**src/rtl/branch_predictor.sv**
```systemverilog
// branch_predictor: gshare direction predictor with a tagged branch target buffer.
//
// Maps the fetch PC to a predicted next PC each cycle (combinational) and reports the
// global-history snapshot used, which the pipeline carries to EX. EX-stage resolution trains
// the PHT/BTB and, on a mispredict, repairs the global history.
//
// Optional feature: define BP_RAS_EN to add a RAS_DEPTH-entry circular return address stack.
// Without it, calls and returns behave as plain jumps to the BTB target.
//
// Ports:
//   clk, reset          clock; synchronous active-high reset
//   i_if_pc, i_if_stall fetch PC; stall freezes speculative history/stack updates
//   o_pred_pc           predicted next fetch PC
//   o_pred_taken        prediction is a redirect
//   o_pred_ghr          global history used for this prediction
//   i_upd_*             EX-stage resolution: valid, pc, ghr snapshot, kind, taken, target,
//                       mispredict
module branch_predictor #(
    parameter int unsigned PC_WIDTH    = 32,
    parameter int unsigned GHR_BITS    = 5,
    parameter int unsigned BTB_ENTRIES = 32,
    parameter int unsigned RAS_DEPTH   = 4
) (
    input  logic                clk,
    input  logic                reset,
    input  logic [PC_WIDTH-1:0] i_if_pc,
    input  logic                i_if_stall,
    output logic [PC_WIDTH-1:0] o_pred_pc,
    output logic                o_pred_taken,
    output logic [GHR_BITS-1:0] o_pred_ghr,
    input  logic                i_upd_valid,
    input  logic [PC_WIDTH-1:0] i_upd_pc,
    input  logic [GHR_BITS-1:0] i_upd_ghr,
    input  logic [1:0]          i_upd_kind,
    input  logic                i_upd_taken,
    input  logic [PC_WIDTH-1:0] i_upd_target,
    input  logic                i_upd_mispredict
);

    localparam int unsigned IdxW = $clog2(BTB_ENTRIES);
    localparam int unsigned TagW = PC_WIDTH - IdxW - 2;
    localparam int unsigned PhtN = 1 << GHR_BITS;

    localparam logic [1:0] KindCond = 2'd0;
    localparam logic [1:0] KindCall = 2'd2;
    localparam logic [1:0] KindRet  = 2'd3;

    logic                r_btb_valid  [BTB_ENTRIES];
    logic [TagW-1:0]     r_btb_tag    [BTB_ENTRIES];
    logic [PC_WIDTH-1:0] r_btb_target [BTB_ENTRIES];
    logic [1:0]          r_btb_kind   [BTB_ENTRIES];
    logic [1:0]          r_pht        [PhtN];
    logic [GHR_BITS-1:0] r_ghr;

    logic [IdxW-1:0]     w_if_idx;
    logic [TagW-1:0]     w_if_tag;
    logic [GHR_BITS-1:0] w_if_pht_idx;
    logic                w_hit;
    logic [1:0]          w_kind;
    logic                w_dir;
    logic                w_taken;
    logic [PC_WIDTH-1:0] w_seq_pc;
    logic                w_repair;
    logic [GHR_BITS-1:0] w_ghr_d;
    logic [IdxW-1:0]     w_upd_idx;
    logic [TagW-1:0]     w_upd_tag;
    logic [GHR_BITS-1:0] w_upd_pht_idx;
    logic [1:0]          w_pht_cur;
    logic [1:0]          w_pht_new;
    logic                w_unused;

    // Instruction-alignment bits never take part in indexing or tagging.
    assign w_unused = ^{i_if_pc[1:0], i_upd_pc[1:0]};

    // Lookup
    assign w_if_idx     = i_if_pc[IdxW+1:2];
    assign w_if_tag     = i_if_pc[PC_WIDTH-1:IdxW+2];
    assign w_if_pht_idx = i_if_pc[GHR_BITS+1:2] ^ r_ghr;
    assign w_hit        = r_btb_valid[w_if_idx] && (r_btb_tag[w_if_idx] == w_if_tag);
    assign w_kind       = r_btb_kind[w_if_idx];
    assign w_dir        = r_pht[w_if_pht_idx][1];
    assign w_taken      = w_hit && ((w_kind != KindCond) || w_dir);
    assign w_seq_pc     = i_if_pc + PC_WIDTH'(4);
    assign w_repair     = i_upd_valid && i_upd_mispredict;

    assign o_pred_taken = w_taken;
    assign o_pred_ghr   = r_ghr;

    // Repair is applied last so it overrides a same-cycle speculative shift.
    always_comb begin
        w_ghr_d = r_ghr;
        if (!i_if_stall && w_hit && (w_kind == KindCond)) begin
            w_ghr_d = {r_ghr[GHR_BITS-2:0], w_dir};
        end
        if (w_repair) begin
            if (i_upd_kind == KindCond) begin
                w_ghr_d = {i_upd_ghr[GHR_BITS-2:0], i_upd_taken};
            end else begin
                w_ghr_d = i_upd_ghr;
            end
        end
    end

    // Training
    assign w_upd_idx     = i_upd_pc[IdxW+1:2];
    assign w_upd_tag     = i_upd_pc[PC_WIDTH-1:IdxW+2];
    assign w_upd_pht_idx = i_upd_pc[GHR_BITS+1:2] ^ i_upd_ghr;
    assign w_pht_cur     = r_pht[w_upd_pht_idx];

    always_comb begin
        w_pht_new = w_pht_cur;
        if (i_upd_taken) begin
            if (w_pht_cur != 2'd3) w_pht_new = w_pht_cur + 2'd1;
        end else begin
            if (w_pht_cur != 2'd0) w_pht_new = w_pht_cur - 2'd1;
        end
    end

    always_ff @(posedge clk) begin
        if (reset) begin
            for (int unsigned i = 0; i < BTB_ENTRIES; i++) begin
                r_btb_valid[i] <= 1'b0;
            end
            for (int unsigned i = 0; i < PhtN; i++) begin
                r_pht[i] <= 2'b01;
            end
            r_ghr <= '0;
        end else begin
            r_ghr <= w_ghr_d;
            if (i_upd_valid && (i_upd_kind == KindCond)) begin
                r_pht[w_upd_pht_idx] <= w_pht_new;
            end
            // Only taken outcomes allocate; the occupant is always replaced.
            if (i_upd_valid && i_upd_taken) begin
                r_btb_valid[w_upd_idx]  <= 1'b1;
                r_btb_tag[w_upd_idx]    <= w_upd_tag;
                r_btb_target[w_upd_idx] <= i_upd_target;
                r_btb_kind[w_upd_idx]   <= i_upd_kind;
            end
        end
    end

`ifdef BP_RAS_EN
    localparam int unsigned RasPtrW = (RAS_DEPTH > 1) ? $clog2(RAS_DEPTH) : 1;
    localparam int unsigned RasCntW = $clog2(RAS_DEPTH + 1);

    logic [PC_WIDTH-1:0] r_ras [RAS_DEPTH];
    logic [RasPtrW-1:0]  r_ras_ptr;   // next free slot
    logic [RasCntW-1:0]  r_ras_cnt;
    logic [RasPtrW-1:0]  w_ras_top;
    logic [RasPtrW-1:0]  w_ras_next;
    logic                w_ras_use;
    logic                w_push;
    logic                w_pop;

    assign w_ras_top  = (r_ras_ptr == '0) ? RasPtrW'(RAS_DEPTH - 1) : r_ras_ptr - 1'b1;
    assign w_ras_next = (r_ras_ptr == RasPtrW'(RAS_DEPTH - 1)) ? '0 : r_ras_ptr + 1'b1;
    assign w_ras_use  = w_hit && (w_kind == KindRet) && (r_ras_cnt != '0);
    assign w_push     = !i_if_stall && w_hit && (w_kind == KindCall) && !w_repair;
    assign w_pop      = !i_if_stall && w_ras_use && !w_repair;

    assign o_pred_pc = !w_taken  ? w_seq_pc :
                       w_ras_use ? r_ras[w_ras_top] : r_btb_target[w_if_idx];

    always_ff @(posedge clk) begin
        if (reset || w_repair) begin
            r_ras_ptr <= '0;
            r_ras_cnt <= '0;
        end else if (w_push) begin
            // Full stack: the oldest slot is the one being overwritten.
            r_ras[r_ras_ptr] <= w_seq_pc;
            r_ras_ptr        <= w_ras_next;
            if (r_ras_cnt != RasCntW'(RAS_DEPTH)) r_ras_cnt <= r_ras_cnt + 1'b1;
        end else if (w_pop) begin
            r_ras_ptr <= w_ras_top;
            r_ras_cnt <= r_ras_cnt - 1'b1;
        end
    end
`else
    assign o_pred_pc = w_taken ? r_btb_target[w_if_idx] : w_seq_pc;
`endif

endmodule
```
**config.mk**
```make
export PLATFORM = sky130hd
export DESIGN_NAME = branch_predictor
export DESIGN_NICKNAME = d
export VERILOG_FILES = /design/src/rtl/branch_predictor.sv
export SDC_FILE = /design/constraint.sdc
export NUM_CORES = 2
export LEC_CHECK = 0
export ABC_CLOCK_PERIOD_IN_PS = 13090
export BUFFER_PORTS_ARGS = -buffer_cell sky130_fd_sc_hd__clkbuf_2
export CAP_MARGIN = 20
export CORE_MARGIN = 10
export CORE_UTILIZATION = 55
export CTS_CLUSTER_DIAMETER = 50
export DETAILED_ROUTE_END_ITERATION = 6
export PLACE_DENSITY = 0.73
export SYNTH_ARGS = -nofsm -noshare
export SYNTH_HDL_FRONTEND = slang
export SYNTH_SLANG_ARGS = --single-unit
```
**constraint.sdc**
```tcl
create_clock -name clk -period 13.09 [get_ports clk]
set_input_delay 0.6545 -clock clk [delete_from_list [all_inputs] [get_ports clk]]
set_output_delay 0.6545 -clock clk [all_outputs]
set_load 0.005 [all_outputs]
```
* Word-level counts from Yosys, hierarchy flattened *
Memory sizes are Yosys's and may differ from the RTL's.
Index checks and enable logic that the tools add are counted.

storage, ports and cells
  register bits = 5
  bits in read-only memories = 0
  bits in latches = 0
  memories kept = 5
  memory bits (writable) = 1984

memories
  memory        depth  bits a word  rd ports  clocked after memory_dff  write ports  line  RTL
  r_btb_target  32     32           1         0                         1            50    logic [PC_WIDTH-1:0] r_btb_target [BTB_ENTRIES];
  r_btb_tag     32     25           1         0                         1            49    logic [TagW-1:0] r_btb_tag [BTB_ENTRIES];
  r_btb_kind    32     2            1         0                         1            51    logic [1:0] r_btb_kind [BTB_ENTRIES];
  r_pht         32     2            2         0                         32           52    logic [1:0] r_pht [PhtN];
  r_btb_valid   32     1            1         0                         32           48    logic r_btb_valid [BTB_ENTRIES];

operators by class
  bitwise logic cells = 2
  $mul = 0
  equality and inequality tests = 2
  reductions and logical operators = 16
  shifts and indexed selects = 0
  add/subtract/negate cells = 3
  muxes and demuxes = 21
  divide/modulo/power cells = 0
  magnitude comparators = 0

operators by type and width
  kind                                                                count
  32-bit by 3-bit adder with 32-bit output, second input constant     1
  32-bit 2-to-1 mux                                                   1
  25-bit equality test                                                1
  5-bit 2-to-1 mux                                                    5
  1-bit 2-to-1 mux                                                    11
  5-bit bitwise XOR                                                   2
  2-bit 2-to-1 mux                                                    4
  1-bit logical AND                                                   7
  2-bit nonzero test                                                  3
  2-bit zero test                                                     2
  2-bit by 1-bit adder with 2-bit output, second input constant       1
  2-bit inequality test, second input constant                        1
  2-bit OR reduction                                                  1
  2-bit by 1-bit subtractor with 2-bit output, second input constant  1
  1-bit zero test                                                     1
  1-bit logical OR                                                    1
  1-bit OR reduction                                                  1

* Depth between registers and ports, before layout *
  depth in word-level cells = 7
  gate-level depth with buffers = 17
  depth with buffers taken out = 10

* Worst setup path before layout *
No wires, ideal clock.

  path kind = input -> register
  start point = input i_upd_valid
  end point = memory r_btb_kind[12][0], enable pin
  slack = 8475 ps
  library setup time = 476 ps
  arrival time = 4139 ps
  cell stages on the path = 6
  required time = 12614 ps
  path buffers = 2
  cell sequence = nor2b_1 -> nand2_1 -> or3_1 -> clkbuf_1 -> clkbuf_1 -> nor2_1

between the ends
  word-level cells in the longest chain between the ends = 4

ends and longest elaborated chain
  what                                    line  RTL
  from (decl)                             31    input logic i_upd_valid,
  1-bit logical AND                       134   if (i_upd_valid && i_upd_taken) begin
  1-bit 2-to-1 mux                        134
  1-bit 2-to-1 mux                        120   if (reset) begin
  1-bit 2-to-1 mux (not written as such)  138   r_btb_kind[w_upd_idx] <= i_upd_kind;
  to (decl)                               51

Every way passes these cells.

* Final worst setup path *
  start point = input i_if_pc[2]
  end point = output o_pred_pc[7]

between the ends
  word-level cells in the longest chain between the ends = 5
  elaborated cells on any way between the ends = 13

ends and longest elaborated chain
  what                                                          line    RTL
  from (decl)                                                   26      input logic [PC_WIDTH-1:0] i_if_pc,
  memory 32 x 25 bit, or another cell as far along              -
  25-bit equality test, or another cell as far along            79      assign w_hit = r_btb_valid[w_if_idx] && (r_btb_tag[w_if_idx] == w_if_tag);
  1-bit logical AND / 1-bit logical OR (equally long branches)  79, 82
  1-bit logical AND                                             82      assign w_taken = w_hit && ((w_kind != KindCond) || w_dir);
  32-bit 2-to-1 mux *                                           180     assign o_pred_pc = w_taken ? r_btb_target[w_if_idx] : w_seq_pc;
  to (decl)                                                     28      output logic [PC_WIDTH-1:0] o_pred_pc,

Mark *: on every way between the ends. The rest lies on a longest branch, timed or not.

==> flow_metrics.env <==
export IMPL_outcome="complete, no violations"
export IMPL_synthTopCellsByArea="edfxtp_1, mux4_2, mux2i_1"
export IMPL_worst_ir_drop_vdd_v=0.0001091
export IMPL_route_antenna_remaining_nets=0
export IMPL_die_area_sq_um=158300
export IMPL_start_util_pct=55.38
export IMPL_post_drt_via_cell_ratio=6.702
export IMPL_final_setup_tns_ns=0
export IMPL_worst_path_max_fanout=104
export IMPL_cap_violations=0
export IMPL_post_cts_resized_instances=0
export IMPL_slew_viol_final=0
export IMPL_post_route_cells_drive_above_1_share_pct=28.38
export IMPL_total_nets_after_synthesis=3792
export IMPL_final_skew_ns=0.02608
export IMPL_num_nets_final=4025
export IMPL_worstSetupStartpointType="primary input"
export IMPL_synth_edf_count=1952
export IMPL_fmax_mhz=124.9
export IMPL_synth_yosys_seq_area_share_pct=75.60
export IMPL_fin_crit_ns=8.009
export IMPL_gp_congestion=0.8804
export IMPL_power_density_nw_per_um2=149.8
export IMPL_clock_sinks=1989
export IMPL_postSynthCellCount=3682
export IMPL_netlist_cell_type_count=75
export IMPL_grt_start_max_net_pins=152
export IMPL_r2r_setup_slack_ns=9.38
export IMPL_top_level_ports=147
export IMPL_wire_length_of_the_first_global_routing_pass_um=288100
export IMPL_hold_path_depth=5
export IMPL_tritoncts="done"
export IMPL_grt_pass1_vias=39359
export IMPL_worst_setup_path_type="primary input to primary output"
export IMPL_clkLatencyLatePin_ns=0.81
export IMPL_post_drt_wl_per_cell_um=33.92
export IMPL_static_leakage_power_nw=27.58
export IMPL_hold_ws_ns=0.4421
export IMPL_mappedNetlistArea_sq_um=78510
export IMPL_clock_tree_htree_level_count=4
export IMPL_timing_hold_worst_endpoint="o_pred_ghr[2]"
export IMPL_setup_slack_ns=5.081
export IMPL_hold_bufs_inserted_after_cts=0
export IMPL_gr_total_overflow=0
export IMPL_report_final_setup_viol=0
export IMPL_overall_routing_resource_usage_pct=25.38
export IMPL_dp_final_hpwl_um=106900
export IMPL_synth_top_area_cell="edfxtp_1"
export IMPL_register_area_sq_um=59360
export IMPL_numCtsBuffers=197
export IMPL_vias=40007
export IMPL_flip_flop_cell_with_the_highest_count_after_synthesis="edfxtp_1"
export IMPL_multi_input_area_sq_um=18100
export IMPL_timing_slew_headroom_pct=18.52
export IMPL_worst_margin_slew_ns=1.218
export IMPL_clkTransAtPathRegs_ns=0.06
export IMPL_crit_path_end_kind="primary output"
export IMPL_finalCritPeriodShare_pct=61.18
export IMPL_fp_coreArea_sq_um=141800
export IMPL_finalHoldViolCount=0
export IMPL_drtPass1Iterations=5
export IMPL_synthArstFlopShare_pct=0
export IMPL_required_ns=12.44
export IMPL_synth_yosys_warnings=0
export IMPL_postCtsSetupBuffers=0
export IMPL_rsz0062_at_grt="false"
export IMPL_holdCritPathClass="primary input to flip-flop"
export IMPL_arrival_ns=7.35
export IMPL_clock_tree_buffer_depth=3
export IMPL_dieHeight_um=397.8
export IMPL_clock_root_buffer="clkbuf_16"
export IMPL_worstHoldStart="i_upd_ghr[1]"
export IMPL_filler_instances=9457
export IMPL_reg2reg_from="r_btb_tag[30][4]"
export IMPL_port_buffers=144
export IMPL_number_of_drc_markers_in_iteration_0=5759
export IMPL_rr_endpoint="o_pred_ghr[3]"
export IMPL_rows=138
export IMPL_grt_antenna_before_repair=20
export IMPL_worstRegToRegCells=9
export IMPL_synth_largest_type_area_fraction_pct=74.66
export IMPL_dp_worst_setup_slack_ns=5.163
export IMPL_horizontal_die_dimension_um=397.8
export IMPL_routed_wirelength_um=202400
export IMPL_drc=0
export IMPL_synth_seq_cells=1989
export IMPL_synthesis_area_per_instance_sq_um=21.32
export IMPL_flow_area_growth_from_synthesis_pct=11.96
## final cells by class
class                      instances  area share (%)
timing repair buffer             242           1.848
tap                             1890           2.690
inverter                          46          0.2050
clock buffer                     254           6.079
sequential                      1989           67.53
multi-input combinational       1439           20.60
antenna                            5         0.01423
clock inverter                   104           1.042
## stage by stage
| step | power [mW] | cells | utilization, % | instance area (sq um) |
|---|---|---|---|---|
| CTS | 13.22 | 5962 | 61.99 | 87870 |
| floorplan | 7.572 | 3682 | - | 78510 |
| detailed placement | 7.828 | 5604 | 57.57 | 81610 |
| global route | 13.51 | 5966 | 62.00 | 87890 |
| finish | 13.17 | 5969 | 62.01 | 87900 |
| global placement | 7.808 | 5600 | 57.51 | 81520 |
## where the power goes
| group | switching (mW) | internal [mW] |
|---|---|---|
| clock | 2.35 | 3.12 |
| combinational | 0.412 | 0.261 |
| sequential | 0.00855 | 7.02 |
| total | 2.77 | 10.4 |
## cell families (layout without fill, tap and decap cells)
logic type / after synthesis / count (layout) / synth area share, %
AO/OA/AOI/OAI: 268 / 268 / 2.559
flip-flops: 1989 / 1989 / 75.60
buffers and inverters: 254 / 646 / 1.664
XOR/XNOR: 56 / 56 / 0.6343
other: 0 / 5 / 0
AND/OR/NAND/NOR: 445 / 445 / 2.861
adder cells (fa/ha/maj): 3 / 3 / 0.04143
multiplexers: 667 / 667 / 16.64
## cells in the final DEF, fill, tap and decap left out, types with 29 or more instances in the layout
cell type and count:
a21oi_1 35, a22oi_1 36, and2_1 33, buf_4 89, clkbuf_1 46, clkbuf_16 205
clkbuf_2 140, clkinv_1 40, clkinv_2 30, dfxtp_1 37, edfxtp_1 1952, inv_1 42
mux2i_1 144, mux4_2 509, nand2_1 112, nor2_1 76, nor2_4 32, nor3_1 54
o22ai_1 49, or2_2 33, xor2_1 29
## flip-flops by register name (all words and copies together) (netlist names)
signal	count
r_pht	64
r_btb_valid	32
r_btb_kind	64
r_btb_tag	800
r_btb_target	1024
o_pred_ghr	5
## synthesized netlist by cell type, types with 21 or more instances
cell type / n
xnor2_1: 26
buf_1: 26
a22oi_1: 36
mux4_2: 509
nor3_1: 54
nor2_1: 109
inv_1: 44
and2_1: 33
nand2_1: 112
xor2_1: 29
nand3_1: 21
buf_4: 25
mux2i_1: 144
dfxtp_1: 37
buf_2: 58
clkbuf_1: 77
o22ai_1: 49
edfxtp_1: 1952
a21oi_1: 35
or2_2: 33
a211oi_1: 24
## worst max path at each step
stage / start / endpoint
global placement: i_if_pc[2] / o_pred_pc[7]
CTS: i_if_pc[2] / o_pred_pc[7]
finish: i_if_pc[2] / o_pred_pc[7]
floorplan: i_upd_valid / r_btb_kind[12][0]
global route: i_if_pc[2] / o_pred_pc[7]
detailed placement: i_if_pc[2] / o_pred_pc[7]
## metal layers
metal  track usage [%]  routed length, um  part of all wire (%)  vias to the layer above
met1             35.87              76800                    38                    21055
li1                  -                  -                     -                    15882
met2             38.24              93900                    46                     2588
met3             7.056              24320                    12                      464
met4             9.026               7317                   3.6                       18
met5                 0                107                 0.053                        -
## critical path, stage by stage
cell      delay, ns
buf_8          0.49
buf_12         0.67
buf_4          0.82
mux4_2         0.59
nor2b_1        0.15
a211oi_1       0.28
a31oi_1        0.11
mux2_1         0.36
a211o_1        0.34
nor4_4         0.32
nand3_4        0.51
buf_4          0.59
a211oi_1       0.80
a21oi_1        0.26
clkbuf_2       0.19
(Power assumes the default switching activity.)
